<file path="src/rtl/debounce_pkg.sv">
// Shared timing defaults and helpers for the multi-channel debouncer.
// Defaults are expressed in clock cycles derived from the nominal system clock.
package debounce_pkg;

    localparam int unsigned CLK_HZ = 100_000_000;

    // 10 ms stable window, 500 ms first repeat, 100 ms repeat period
    localparam int unsigned DEFAULT_STABLE_CYCLES = CLK_HZ / 100;
    localparam int unsigned DEFAULT_REPEAT_DELAY  = CLK_HZ / 2;
    localparam int unsigned DEFAULT_REPEAT_PERIOD = CLK_HZ / 10;

    function automatic int unsigned max2(input int unsigned a, input int unsigned b);
        return (a > b) ? a : b;
    endfunction

endpackage

</file>
<file path="src/rtl/debounce_ch.sv">
// One debounce channel: synchroniser, symmetric level filter with edge pulses,
// and an optional auto-repeat generator while the debounced level is high.
module debounce_ch
    import debounce_pkg::*;
#(
    parameter int unsigned SYNC_STAGES   = 2,
    parameter int unsigned STABLE_CYCLES = DEFAULT_STABLE_CYCLES,
    parameter bit          REPEAT_EN     = 1'b0,
    parameter int unsigned REPEAT_DELAY  = 25_000_000,
    parameter int unsigned REPEAT_PERIOD = 5_000_000
) (
    input  logic clk,
    input  logic rst_n,
    input  logic en,
    input  logic i,
    output logic o,
    output logic rise,
    output logic fall,
    output logic rep
);

    localparam int unsigned CNT_W  = $clog2(STABLE_CYCLES + 1);
    localparam int unsigned RCNT_W = $clog2(max2(REPEAT_DELAY, REPEAT_PERIOD) + 1);

    localparam logic [CNT_W-1:0]  CNT_LAST    = CNT_W'(STABLE_CYCLES - 1);
    localparam logic [RCNT_W-1:0] DELAY_LAST  = RCNT_W'(REPEAT_DELAY - 1);
    localparam logic [RCNT_W-1:0] PERIOD_LAST = RCNT_W'(REPEAT_PERIOD - 1);

    logic [SYNC_STAGES-1:0] sync_reg;
    logic [CNT_W-1:0]       cnt_reg;
    logic                   o_reg;
    logic                   rise_reg;
    logic                   fall_reg;
    logic                   s;
    logic                   accept;

    always_ff @(posedge clk) begin
        if (!rst_n) begin
            sync_reg <= '0;
        end else begin
            sync_reg <= {sync_reg[SYNC_STAGES-2:0], i};
        end
    end

    assign s      = sync_reg[SYNC_STAGES-1];
    assign accept = (s != o_reg) && (cnt_reg == CNT_LAST);

    // Any return to the current level restarts the window, so press and release filter identically.
    always_ff @(posedge clk) begin
        if (!rst_n) begin
            cnt_reg  <= '0;
            o_reg    <= 1'b0;
            rise_reg <= 1'b0;
            fall_reg <= 1'b0;
        end else begin
            rise_reg <= 1'b0;
            fall_reg <= 1'b0;
            if (en) begin
                if (s == o_reg) begin
                    cnt_reg <= '0;
                end else if (accept) begin
                    cnt_reg  <= '0;
                    o_reg    <= s;
                    rise_reg <= s;
                    fall_reg <= ~s;
                end else begin
                    cnt_reg <= cnt_reg + CNT_W'(1);
                end
            end
        end
    end

    generate
        if (REPEAT_EN) begin : g_repeat
            logic [RCNT_W-1:0] rcnt_reg;
            logic              phase_reg;
            logic              rep_reg;

            // phase_reg selects the first (long) delay versus the periodic interval.
            always_ff @(posedge clk) begin
                if (!rst_n) begin
                    rcnt_reg  <= '0;
                    phase_reg <= 1'b0;
                    rep_reg   <= 1'b0;
                end else begin
                    rep_reg <= 1'b0;
                    if (en) begin
                        if (accept || !o_reg) begin
                            rcnt_reg  <= '0;
                            phase_reg <= 1'b0;
                        end else if (rcnt_reg == (phase_reg ? PERIOD_LAST : DELAY_LAST)) begin
                            rcnt_reg  <= '0;
                            phase_reg <= 1'b1;
                            rep_reg   <= 1'b1;
                        end else begin
                            rcnt_reg <= rcnt_reg + RCNT_W'(1);
                        end
                    end
                end
            end

            assign rep = rep_reg;
        end else begin : g_no_repeat
            assign rep = 1'b0;
        end
    endgenerate

    assign o    = o_reg;
    assign rise = rise_reg;
    assign fall = fall_reg;

endmodule

</file>
<file path="src/rtl/debounce_multi.sv">
// Multi-channel button debouncer: independent channels sharing clock, reset and enable,
// each producing a debounced level, rise/fall pulses and optional auto-repeat pulses.
module debounce_multi
    import debounce_pkg::*;
#(
    parameter int unsigned CHANNELS      = 4,
    parameter int unsigned SYNC_STAGES   = 2,
    parameter int unsigned STABLE_CYCLES = DEFAULT_STABLE_CYCLES,
    parameter bit          REPEAT_EN     = 1'b0,
    parameter int unsigned REPEAT_DELAY  = 25_000_000,
    parameter int unsigned REPEAT_PERIOD = 5_000_000
) (
    input  logic                clk,
    input  logic                rst_n,
    input  logic                en,
    input  logic [CHANNELS-1:0] i,
    output logic [CHANNELS-1:0] o,
    output logic [CHANNELS-1:0] rise,
    output logic [CHANNELS-1:0] fall,
    output logic [CHANNELS-1:0] rep
);

    genvar gi;
    generate
        for (gi = 0; gi < CHANNELS; gi++) begin : g_ch
            debounce_ch #(
                .SYNC_STAGES   (SYNC_STAGES),
                .STABLE_CYCLES (STABLE_CYCLES),
                .REPEAT_EN     (REPEAT_EN),
                .REPEAT_DELAY  (REPEAT_DELAY),
                .REPEAT_PERIOD (REPEAT_PERIOD)
            ) u_ch (
                .clk  (clk),
                .rst_n(rst_n),
                .en   (en),
                .i    (i[gi]),
                .o    (o[gi]),
                .rise (rise[gi]),
                .fall (fall[gi]),
                .rep  (rep[gi])
            );
        end
    endgenerate

endmodule
</file>
<file path="config.mk">
export PLATFORM = sky130hd
export DESIGN_NAME = debounce_multi
export DESIGN_NICKNAME = d
export VERILOG_FILES = /design/src/rtl/debounce_pkg.sv /design/src/rtl/debounce_ch.sv /design/src/rtl/debounce_multi.sv
export SDC_FILE = /design/constraint.sdc
export NUM_CORES = 1
export LEC_CHECK = 0
export ABC_AREA = 1
export CORE_ASPECT_RATIO = 1.5
export CORE_MARGIN = 4
export CORE_UTILIZATION = 61
export DETAILED_ROUTE_END_ITERATION = 6
export PLACE_DENSITY = 0.89
export SLEW_MARGIN = 20
export SYNTH_ARGS = -nofsm -noshare
export SYNTH_HDL_FRONTEND = slang
export SYNTH_SLANG_ARGS = --single-unit
</file>
<file path="constraint.sdc">
create_clock -name clk -period 2 [get_ports clk]
set_input_delay 0.3 -clock clk [delete_from_list [all_inputs] [get_ports clk]]
set_output_delay 0.3 -clock clk [all_outputs]
set_load 0.02 [all_outputs]
</file>
Word-level counts from Yosys, hierarchy flattened
Cells that the tools add are included.
Word-level totals
  register bits: 100
  bits in latches: 0
  RAM bits: 0
  ROM bits: 0
  input bits: 7
  output and inout port bits: 16
  logic and storage cells: 70
  memories kept: 0
Cells by class
  $add $sub $neg: 4
  multipliers: 0
  div/mod/pow operators: 0
  $lt $le $gt $ge: 0
  equality and inequality tests: 12
  shift-type cells: 0
  muxes and demuxes: 8
  bitwise gates (word level): 14
  reduce and logical (&&, ||, !) cells: 12
Operators with widths (count)
  $mux W20: 8
  $add A20 B1 Y20 const B: 4
  $eq A20 B20 Y1 const B: 4
  $reduce_or A4 Y1: 4
  $not A1 Y1: 14
  $reduce_and A3 Y1: 4
  $eq A1 B1 Y1: 4
  $logic_and A1 B1 Y1: 4
  $ne A1 B1 Y1: 4

Depth between registers and ports, before layout
Gate-level depths: netlist (run 1).
  depth after elaboration: 4
  mapped depth: 10
  gate-level depth less buffers: 9

Hierarchy
Synthesis (run 1) repeated with hierarchy kept, for this count alone.
Unflattened totals
  cells, all modules: 920
  area, all modules: 6075.8 sq um
By module, submodules not included
  debounce_ch: instances 4, cells an instance 230, area each 1519.0 sq um, seq. area each 500.5 sq um

Worst setup path after synthesis (run 1)
Ideal clock, no wire load.
  path type: flip-flop to flip-flop
  start: reg g_ch[2].u_ch.cnt_reg[0]
  end: reg g_ch[2].u_ch.cnt_reg[0]
  setup time: 115 ps
  arrival time: 1363 ps
  data required time: 1885 ps
  setup slack: 522 ps
  cell stages (with the launch flop): 9
  path buffers: 1
  period minus slack after synthesis: 1478 ps
  cell sequence: dfxtp_1 > ha_1 > nand3_2 > nor2_4 > nand3_2 > nor2_4 > nor2_4 > buf_6 > o21a_1
Between the ends
  cells in the longest elaborated chain, start to end: 4
  elaborated cells on any way between the ends: 5
  classes of those cells: add/sub: 1; eq/ne: 1; mux: 2; reduce/logical: 1
RTL lines
  start, declared: RTL line debounce_ch.sv:30  | logic [CNT_W-1:0] cnt_reg;
  start signal, assigned: RTL line debounce_ch.sv:67  | cnt_reg <= cnt_reg + CNT_W'(1);
  branches (longest 2 deep; another with $add A20 B1 Y20)
  $mux W20 (*): RTL line debounce_ch.sv:61  | end else if (accept) begin
  $mux W20 (*): RTL line debounce_ch.sv:59  | if (s == o_reg) begin
Every way passes the cells marked *.
A chain may end at the register's enable or synchronous reset.

Worst setup path in the final report (run 1)
  start: reg g_ch[0].u_ch.cnt_reg[0]
  end: reg g_ch[0].u_ch.cnt_reg[9]
Between the ends
  cells in the longest elaborated chain, start to end: 4
  elaborated cells on any way between the ends: 5
  classes of those cells: add/sub: 1; eq/ne: 1; mux: 2; reduce/logical: 1
RTL lines (RTL line)
  start, declared: debounce_ch.sv:30
  start signal, assigned: debounce_ch.sv:67
  branches (longest 2 deep; another with $add A20 B1 Y20)
  $mux W20 (*): debounce_ch.sv:61
  $mux W20 (*): debounce_ch.sv:59
Marks and branches as above.

==> out/metrics.yaml, run 1 <==
final_layout:
  diodes: 0
  drive_above_1_share: 0.08638
  largest_reg_flops: 80
  regArea_mm2: 0.002002
  fin_cells: 1015
  nNetsFinal: 909
  area_growth_syn_to_layout_pct: 8.321
  nFillCells: 807
  final_util: 0.6759
  multi_input_area_mm2: 0.003163
cts:
  cts_resized: 0
  clk_latency_ps: 350
  postCtsHoldBufs: 0
  clk_pin_slew_worst_paths_ps: 70
  cts_inserted_buffers: 9
  clk_path_buf_depth: 2
  cts_root_buf: "clkbuf_16"
  cts_setup_buffers: 0
  cts_tree: "done"
  cts.sinks: 100
  htreeDepth: 3
sta:
  drv_slew: 0
  finalSetupTns_ps: 0
  clock_skew_ps: 9.312
  worstMarginPinSlew_ps: 541.9
  maxSlewHeadroom: 0.6382
  finalCritPeriodShare: 0.8873
  layout_min_cycle_time_ps: 1775
  setup_ws_ps: 225.5
  finalSetupViolCount: 0
  rsz0062_at_grt: "false"
  clock.fmax_mhz: 563.5
  hold_ws_ps: 419.6
  final_hold_viol_count: 0
job:
  max_cap_violations: 0
pwr:
  power_density_mw_per_mm2: 622.7
  p_leak_nw: 2.188
  ir_drop_uv: 556.6
outcome:
  status: "complete, no violations"
floorplanning:
  die_h_um: 127.2
  row_count: 43
  core_area_mm2: 0.009254
  fp.dieW_um: 87.44
  initial_core_util: 0.6240
  dieArea_mm2: 0.01112
  pin_count: 23
placed_design:
  port_buffers: 18
  gp_congestion: 0.9326
  placedCellCount: 999
  hpwlAfterDp_um: 8976
  preCtsSetupSlack_ps: 89.67
logic_synthesis:
  yosysWarnings: 0
  synth_area_mm2: 0.005774
  synth_top_family_by_area: "simple AND/OR/NAND/NOR gates"
  synth_cell_types: 31
  synth_compound_area_frac: 0.1159
  synth_xor_area_frac: 0.02427
  yosys.area_share.simple: 0.3963
  synthAdderAreaFrac: 0.008667
  synth-seq-cells: 100
  synthMuxAreaShare: 0
  netlist_instances: 898
  synth.avg_cell_area_um2: 6.430
  ys_seq_area_frac: 0.3467
grt:
  grt_util_all_layers: 0.2393
  first_global_vias: 5293
  grt_pass1_wl_um: 21780
  antenna_found_initial: 0
  grt_start_max_net_pins: 36
  grt_overflow: 0
detailed_routing:
  wl_per_cell_um: 12.45
  antenna_left: 0
  vias_per_cell: 5.356
  vias: 5436
  dr.first_iter.drc_count: 310
  drc_errors: 0
  finalWirelength_um: 12640
  dr.pass1.iters: 5
worst_setup_path:
  r2r_cells: 8
  worstPathArrival_ps: 1990
  ff2ff_setup_slack_ps: 230
  path_class: "flop to flop"
  cp_data_required_time_ps: 2220
  start_kind: "flop"
  critical_path.max_fanout: 5
  r2r-end: "g_ch[0].u_ch.cnt_reg[9]"
  critical_path.endpoint_type: "flop"
  r2r_start: "g_ch[0].u_ch.cnt_reg[0]"
hold_path:
  hold_class: "flop to flop"
  whs_path_depth: 2
  whs_endpoint: "g_ch[2].u_ch.sync_reg[1]"
  hp-start: "g_ch[2].u_ch.sync_reg[0]"
[logic make-up after synthesis]
family          Yosys count
flops                   100
compound gates          126
xor+xnor                 16
other cells               1
fa+ha+maj                 4
buf+inv                 136
simple gates            515
[worst max-delay path, cell delays in order (launching register included)]
cell and delay (ps):
dfxtp_1 410, ha_1 270, nand3_2 150, nor2_4 180
nand3_2 100, o21ai_0 280, nor2_1 70, nor2_1 110
nor2_1 60
[final cells by class]
cell class	count	share of cell area
tap	112	0.02240
clock buffer	10	0.03821
inverter	94	0.05641
sequential	100	0.3201
multi-input combinational	665	0.5057
timing repair buffer	28	0.04681
clock inverter	6	0.01040
[layout by cell type (no fill, tap or decap), types with 3 or more instances in the layout]
| cell | instances |
|---|---|
| a21oi_1 | 79 |
| buf_12 | 3 |
| buf_4 | 7 |
| clkbuf_16 | 9 |
| clkdlybuf4s50_1 | 18 |
| conb_1 | 4 |
| dfxtp_1 | 100 |
| ha_1 | 4 |
| inv_1 | 90 |
| inv_2 | 4 |
| nand2_1 | 285 |
| nand2_2 | 4 |
| nand3_1 | 78 |
| nand3_2 | 7 |
| nand4_1 | 15 |
| nor2_1 | 89 |
| nor2_2 | 12 |
| nor2_4 | 15 |
| nor3_1 | 3 |
| o21ai_0 | 31 |
| o21ai_1 | 3 |
| o21ai_2 | 4 |
| o21bai_1 | 4 |
| or2_2 | 5 |
| xnor2_1 | 5 |
| xor2_1 | 11 |
[routing by layer]
layer | track usage | up-vias | share of wire
li1 | - | 2832 | -
met1 | 0.2404 | 2463 | 0.39
met5 | 0 | - | 0
met2 | 0.4440 | 93 | 0.53
met3 | 0.04710 | 48 | 0.028
met4 | 0.1346 | 0 | 0.045
[per-stage QoR]
step	cell area [um^2]	total power, mW
2_1_floorplan	5786	2.158
5_1_grt	6255	4.013
4_1_cts	6255	3.924
6_report	6255	3.895
3_3_place_gp	5951	2.202
3_5_place_dp	5951	2.204
[Yosys cell counts]
library cell / number / area [um^2]
nand2_1: 285 / 1070
dfxtp_1: 100 / 2002
inv_1: 90 / 337.8
nor2_1: 89 / 334.1
a21oi_1: 79 / 395.4
nand3_1: 78 / 390.4
o21ai_0: 31 / 155.2
buf_4: 17 / 127.6
nand4_1: 15 / 93.84
nor2_4: 15 / 168.9
clkbuf_1: 13 / 48.80
nor2_2: 12 / 75.07
xor2_1: 11 / 96.34
buf_2: 7 / 35.03
nand3_2: 7 / 70.07
buf_6: 5 / 56.30
or2_2: 5 / 31.28
xnor2_1: 5 / 43.79
ha_1: 4 / 50.05
inv_2: 4 / 15.01
nand2_2: 4 / 25.02
o21ai_2: 4 / 35.03
o21bai_1: 4 / 30.03
nor3_1: 3 / 15.01
o21ai_1: 3 / 15.01
nand3b_1: 2 / 15.01
o21a_1: 2 / 15.01
a21boi_1: 1 / 7.510
a21oi_2: 1 / 8.760
conb_1: 1 / 3.750
o211ai_1: 1 / 7.510
[worst max-delay path by stage]
stage                       startpoint                 endpoint  slack [ps]  cells past startpoint
6_report       g_ch[0].u_ch.cnt_reg[0]  g_ch[0].u_ch.cnt_reg[9]         230                      8
3_5_place_dp                        en  g_ch[0].u_ch.cnt_reg[7]          90                      7
5_1_grt        g_ch[0].u_ch.cnt_reg[0]  g_ch[0].u_ch.cnt_reg[9]          90                      8
3_3_place_gp                        en  g_ch[0].u_ch.cnt_reg[7]         170                      7
4_1_cts        g_ch[0].u_ch.cnt_reg[0]  g_ch[0].u_ch.cnt_reg[9]         250                      8
2_1_floorplan  g_ch[2].u_ch.cnt_reg[0]  g_ch[2].u_ch.cnt_reg[0]         520                      8
[report_power, final]
| part | internal (mW) | total, mW | switching (mW) |
|---|---|---|---|
| Sequential | 2.00 | 2.01 | 0.00818 |
| Combinational | 0.0458 | 0.150 | 0.105 |
| Clock | 0.915 | 1.74 | 0.822 |
| Total | 2.96 | 3.89 | 0.934 |
Note: power is estimated with default switching activity, not from simulation.
==> run 2, diff against run 1 <==
CORE_MARGIN = 2   (was 4)
CORE_UTILIZATION = 53   (was 61)
DONT_BUFFER_PORTS = 1   (was default)
PLACE_DENSITY = 0.77   (was 0.89)
==> run 2 against run 1 <==
  * Clock skew is 3.0 ps lower
  * Flip-flop and latch count unchanged
  * Core utilization fell by 10 points
  * Non-clock buffer count shrank 24
  * Sequential share of layout area is 0.92 points higher
  * Via count shrank 3.4%
  * First-iteration DRC count is 6.8% lower
==> out/metrics.yaml, run 2 (synthesis results as in run 1) <==
final_layout:
  mostFrequentLayoutCells: "285 x nand2_1, 100 x dfxtp_1, 90 x inv_1, 89 x nor2_1, 79 x a21oi_1"
  fin_area_mm2: 0.006081  # -2.8%
  area_growth_syn_to_layout_pct: 5.309
  final_common_cell: "nand2_1"
  fin_cells: 1023  # +0.79%
  drive_above_1_share: 0.08077  # -0.005605
  largest_reg_flops: 80  # unchanged
  diodes: 0  # unchanged
  nNetsFinal: 885  # -2.6%
  nFillCells: 1070  # +33%
detailed_routing:
  top_layer_used: "met4"
  vias: 5250  # -3.4%
  antenna_left: 0  # unchanged
  dr.first_iter.drc_count: 289  # -6.8%
  drc_errors: 0  # unchanged
  finalWirelength_um: 12210  # -3.3%
  wl_per_cell_um: 11.94  # -4.1%
  wirelength_met1_um: 5099  # +2.7%
  vias_per_cell: 5.132  # -4.2%
  wl_met2_um: 6484  # -4.0%
  dr.pass1.iters: 4  # -1
  dr_wl_met3_um: 396  # +13%
sta:
  worstMarginPinSlew_ps: 521.4  # -20.47 ps
  final_hold_viol_count: 0  # unchanged
  finalSetupTns_ps: 0  # unchanged
  finalSetupViolCount: 0  # unchanged
  drv_slew: 0  # unchanged
  rsz0062_at_grt: "false"
  setup_ws_ps: 340.9  # +115.4 ps
  finalCritPeriodShare: 0.8296  # -0.05770
  layout_min_cycle_time_ps: 1659  # -115.4 ps
  clock_skew_ps: 6.301  # -3.011 ps
  maxSlewHeadroom: 0.6515  # +0.01335
  clock.fmax_mhz: 602.7  # +7.0%
hold_path:
  hold_class: "primary input to flop"
worst_setup_path:
  worstPathArrival_ps: 1940  # -50 ps
  critical_path.endpoint_type: "flop"
  worstPathCellList: "ha_1 > nand3_2 > nor2_4 > nand3_2 > nor2_4 > nor2_4 > nand3_1 > a21oi_1"
  start_kind: "flop"
  critical_path.max_fanout: 20  # +15
  cpMaxStageDelayCell: "nor2_4"
  cp_data_required_time_ps: 2280  # +60 ps
  critPathMaxStageDelay_ps: 410  # about the same
  critPathMostFrequentCell: "nor2_4"
  path_class: "flop to flop"
cts:
  cts_setup_buffers: 0  # unchanged
  cts_inserted_buffers: 9  # unchanged
  clk_pin_slew_worst_paths_ps: 70  # about the same
  cts_tree: "done"
  clk_latency_ps: 340  # about the same
  cts_resized: 0  # unchanged
  cts.sinks: 100  # unchanged
  htreeDepth: 3  # unchanged
  postCtsHoldBufs: 0  # unchanged
  cts_root_buf: "clkbuf_16"
  clk_path_buf_depth: 2  # unchanged
floorplanning:
  dieArea_mm2: 0.01176  # +5.8%
  row_count: 46  # +7.0%
  core_area_mm2: 0.01059  # +14%
  pin_count: 23  # unchanged
  die_h_um: 131.8  # +3.7%
  fp.dieW_um: 89.23  # +2.0%
  initial_core_util: 0.5453  # -0.07874
placed_design:
  gp_congestion: 0.8751  # -6.2%
  placedCellCount: 1007  # +0.80%
  port_buffers: 0  # -18
  hpwlAfterDp_um: 8574  # -4.5%
  preCtsSetupSlack_ps: 354.2  # +264.5 ps
  dpl_cell_area_mm2: 0.005753  # -3.3%
grt:
  grt_pass1_wl_um: 20710  # -4.9%
  grt_util_all_layers: 0.2157  # -0.02356
  first_global_vias: 4788  # -9.5%
  antenna_found_initial: 0  # unchanged
  grt_start_max_net_pins: 64  # +78%
  grt_overflow: 0  # unchanged
job:
  max_cap_violations: 0  # unchanged
outcome:
  status: "complete, no violations"
pwr:
  power.total_mw: 4.002  # +2.8%
  ir_drop_uv: 409.1  # -26%
  power_density_mw_per_mm2: 658.2  # +5.7%
  p_leak_nw: 2.099  # -4.1%
==> run 2: cell count changes in the layout (fill, tap and decap cells not counted) <==
cell	before	now
inv_8	2	0
clkbuf_1	0	1
clkdlybuf4s50_1	18	0
inv_6	1	0
clkinvlp_4	0	1
bufinv_16	0	2
clkinv_8	1	0
buf_4	7	2
buf_12	3	2
==> run 2: through the flow <==
step,hold WS (ps),util
floorplan,390.5,-
global placement,393.5,0.5432
detailed placement,405.0,0.5432
CTS,47.47,0.5742
global route,47.66,0.5742
finish,55.26,0.5742
==> run 2: per-layer routing <==
| layer | vias to the layer above | GRT usage |
|---|---|---|
| met1 | 2383 | 0.2418 |
| li1 | 2782 | - |
| met5 | - | 0 |
| met4 | 0 | 0.07380 |
| met2 | 68 | 0.3897 |
| met3 | 17 | 0.04634 |
==> run 2: cell type report <==
type / instances / area, um^2 / share of cell area
sequential: 100 / 2002 / 0.3292
clock buffer: 11 / 242.7 / 0.03992
timing repair buffer: 4 / 55.05 / 0.009054
multi-input combinational: 665 / 3163 / 0.5202
tap: 144 / 180.2 / 0.02963
inverter: 94 / 352.8 / 0.05802
clock inverter: 5 / 85.08 / 0.01399
==> run 2: worst paths after layout <==
kind,from,end,slack [ps],depth (start not counted)
setup reg to reg,g_ch[2].u_ch.cnt_reg[0],g_ch[2].u_ch.cnt_reg[18],340,8
setup / recovery,g_ch[2].u_ch.cnt_reg[0],g_ch[2].u_ch.cnt_reg[18],340,8
hold reg to reg,g_ch[3].u_ch.sync_reg[0],g_ch[3].u_ch.sync_reg[1],420,2
hold / removal,i[3],g_ch[3].u_ch.sync_reg[0],60,2
==> run 2: report_power, final <==
| part | internal [mW] | total (mW) | switching (mW) |
|---|---|---|---|
| clock | 1.14 | 1.88 | 0.749 |
| combinational | 0.0260 | 0.110 | 0.0843 |
| sequential | 2.00 | 2.01 | 0.00704 |
==> run 2: critical path, delay by kind of cell, from the launching register on <==
family / cells / cell delay, ps
adders and majority gates: 1 / 240
AOI/OAI and AO/OA: 1 / 150
and+or+nand+nor: 6 / 860
DFF: 1 / 350
==> run 3, diff against run 2 <==
PLACE_DENSITY = 0.8   (was 0.77)
clock period = 1.5 ns   (was 2 ns; I/O delays follow)
==> run 3 against run 2 <==
  * First-iteration DRC count is 13% higher
  * Global-route usage grew 2.3 points
  * Critical endpoint is now g_ch[2].u_ch.cnt_reg[0]
  * Clock-buffer cell count shrank 2
  * Die area did not move
  * Highest routed layer unchanged
  * The run now ends with hold timing left
==> out/metrics.yaml, run 3 (synthesis results as in run 1) <==
worst_setup_path:
  cp_data_required_time_ps: 1750  # -530 ps
  r2r_cells: 7  # -1
  worstPathArrival_ps: 1720  # -220 ps
  startpoint: "g_ch[2].u_ch.sync_reg[1]"
  start_kind: "flop"
  path_class: "flop to flop"
  r2r_start: "g_ch[2].u_ch.sync_reg[1]"
  critical_path.endpoint_type: "flop"
  critPathMaxStageDelay_ps: 380  # -30 ps
  r2r-end: "g_ch[2].u_ch.cnt_reg[0]"
  critical_path.max_fanout: 10  # -50%
  cpMaxStageDelayCell: "dfxtp_1"
  ff2ff_setup_slack_ps: 30  # -310 ps
  endpoint: "g_ch[2].u_ch.cnt_reg[0]"
  worstPathCellList: "nor2_1 > nor2_1 > nand3_1 > nor2_4 > nor2_4 > buf_12 > o21a_1"
hold_path:
  hold_class: "primary input to flop"
final_layout:
  largest_reg_flops: 80  # unchanged
  fin_area_mm2: 0.006903  # +14%
  final_common_cell: "nand2_1"
  nNetsFinal: 951  # +7.5%
  area_growth_syn_to_layout_pct: 19.54
  diodes: 0  # unchanged
  mostFrequentLayoutCells: "278 x nand2_1, 88 x inv_1, 81 x nor2_1, 75 x dfxtp_1, 70 x a21oi_1"
  fin_cells: 1089  # +6.5%
  drive_above_1_share: 0.2127  # +0.1319
sta:
  finalSetupViolCount: 0  # unchanged
  setup_ws_ps: 28.86  # -312.0 ps
  clock_skew_ps: 8.632  # +2.331 ps
  hold_ws_ps: -1.961  # -57.22 ps
  final_hold_viol_count: 1  # +1
  rsz0062_at_grt: "true"
  layout_min_cycle_time_ps: 1471  # -188.0 ps
  clock.fmax_mhz: 679.7  # +13%
  drv_slew: 0  # unchanged
  finalCritPeriodShare: 0.9808  # +0.1512
placed_design:
  placedCellCount: 1059  # +5.2%
  preCtsSetupSlack_ps: -19.22  # -373.4 ps
  dpl_cell_area_mm2: 0.006181  # +7.4%
  port_buffers: 0  # unchanged
  gp_congestion: 0.9179  # +4.9%
  hpwlAfterDp_um: 8927  # +4.1%
floorplanning:
  die_h_um: 131.8  # unchanged
  dieArea_mm2: 0.01176  # unchanged
  row_count: 46  # unchanged
  fp.dieW_um: 89.23  # unchanged
  initial_core_util: 0.5453  # unchanged
  core_area_mm2: 0.01059  # unchanged
  pin_count: 23  # unchanged
cts:
  cts_root_buf: "clkbuf_16"
  htreeDepth: 3  # unchanged
  clk_pin_slew_worst_paths_ps: 80  # about the same
  cts_inserted_buffers: 9  # unchanged
  cts.sinks: 100  # unchanged
  clk_path_buf_depth: 2  # unchanged
  clk_latency_ps: 360  # +20 ps
  cts_tree: "done"
detailed_routing:
  wl_per_cell_um: 12.73  # +6.6%
  dr.pass1.iters: 5  # +1
  drc_errors: 0  # unchanged
  vias: 5701  # +8.6%
  antenna_left: 0  # unchanged
  finalWirelength_um: 13860  # +13%
  vias_per_cell: 5.235  # +2.0%
  dr.first_iter.drc_count: 328  # +13%
grt:
  grt_util_all_layers: 0.2390  # +0.02326
  grt_overflow: 0  # unchanged
  first_global_vias: 5241  # +9.5%
  grt_start_max_net_pins: 56  # -13%
  antenna_found_initial: 0  # unchanged
  grt_pass1_wl_um: 22960  # +11%
outcome:
  violations: "hold timing"
  status: "finished with violations"
pwr:
  power.total_mw: 5.247  # +31%
  power_density_mw_per_mm2: 760.1  # +15%
  ir_drop_uv: 622.3  # +52%
  p_leak_nw: 2.452  # +17%
job:
  max_cap_violations: 0  # unchanged
## run 3: how the worst min path moves through the flow
| stage | start | endpoint | slack (ps) | cells after the start |
|---|---|---|---|---|
| global route | rst_n | g_ch[3].u_ch.cnt_reg[14] | 5 | 2 |
| global placement | i[3] | g_ch[3].u_ch.sync_reg[0] | 330 | 2 |
| CTS | rst_n | g_ch[2].u_ch.cnt_reg[19] | 1 | 2 |
| finish | rst_n | g_ch[0].u_ch.cnt_reg[4] | -2 | 2 |
| detailed placement | i[1] | g_ch[1].u_ch.sync_reg[0] | 330 | 2 |
| floorplan | i[0] | g_ch[0].u_ch.sync_reg[0] | 320 | 2 |
## run 3: per-layer routing
metal	routed length, um	share of wire	vias up	global-route usage
met3	529	0.038	34	0.02818
li1	-	-	2925	-
met5	0	0	-	0
met1	5726	0.41	2600	0.2852
met2	7170	0.52	142	0.4144
met4	431	0.031	0	0.1103
## run 3: where the power goes
group / total [mW] / switching [mW] / internal (mW)
combinational: 0.208 / 0.139 / 0.0695
clock: 2.36 / 1.18 / 1.18
sequential: 2.68 / 0.00924 / 2.67
total: 5.25 / 1.33 / 3.92
## run 3: per-stage QoR
stage	util	setup TNS, ps
finish	0.6518	0
global route	0.6518	-374.1
CTS	0.6268	0
detailed placement	0.5836	-74.42
global placement	0.5836	0
floorplan	-	0
## run 3: final cells by class
cell class              instances  area, um^2
well taps                     144       180.2
flip-flops and latches        100        2033
clock buffers                   9       225.2
inverters                      94       352.8
fillers                       935        3687
multi-input cells             667        3440
clock inverters                 7       75.07
repair buffers                 68       596.8
## run 3: repair_timing
action | in CTS | in global routing
gates cloned | 2 | 0
setup endpoints to repair | 23 | 73
resized for setup | 15 | 77
pin swaps | 7 | 20
setup buffers | 1 | 3
hold buffers | 8 | 0
hold endpoints to repair | 11 | 0
## run 3: critical path, delay by kind of cell (launching register included)
family | cells | cell delay (ps)
DFF | 1 | 380
buffers and inverters | 1 | 140
and+or+nand+nor | 5 | 700
AOI/OAI and AO/OA | 1 | 160
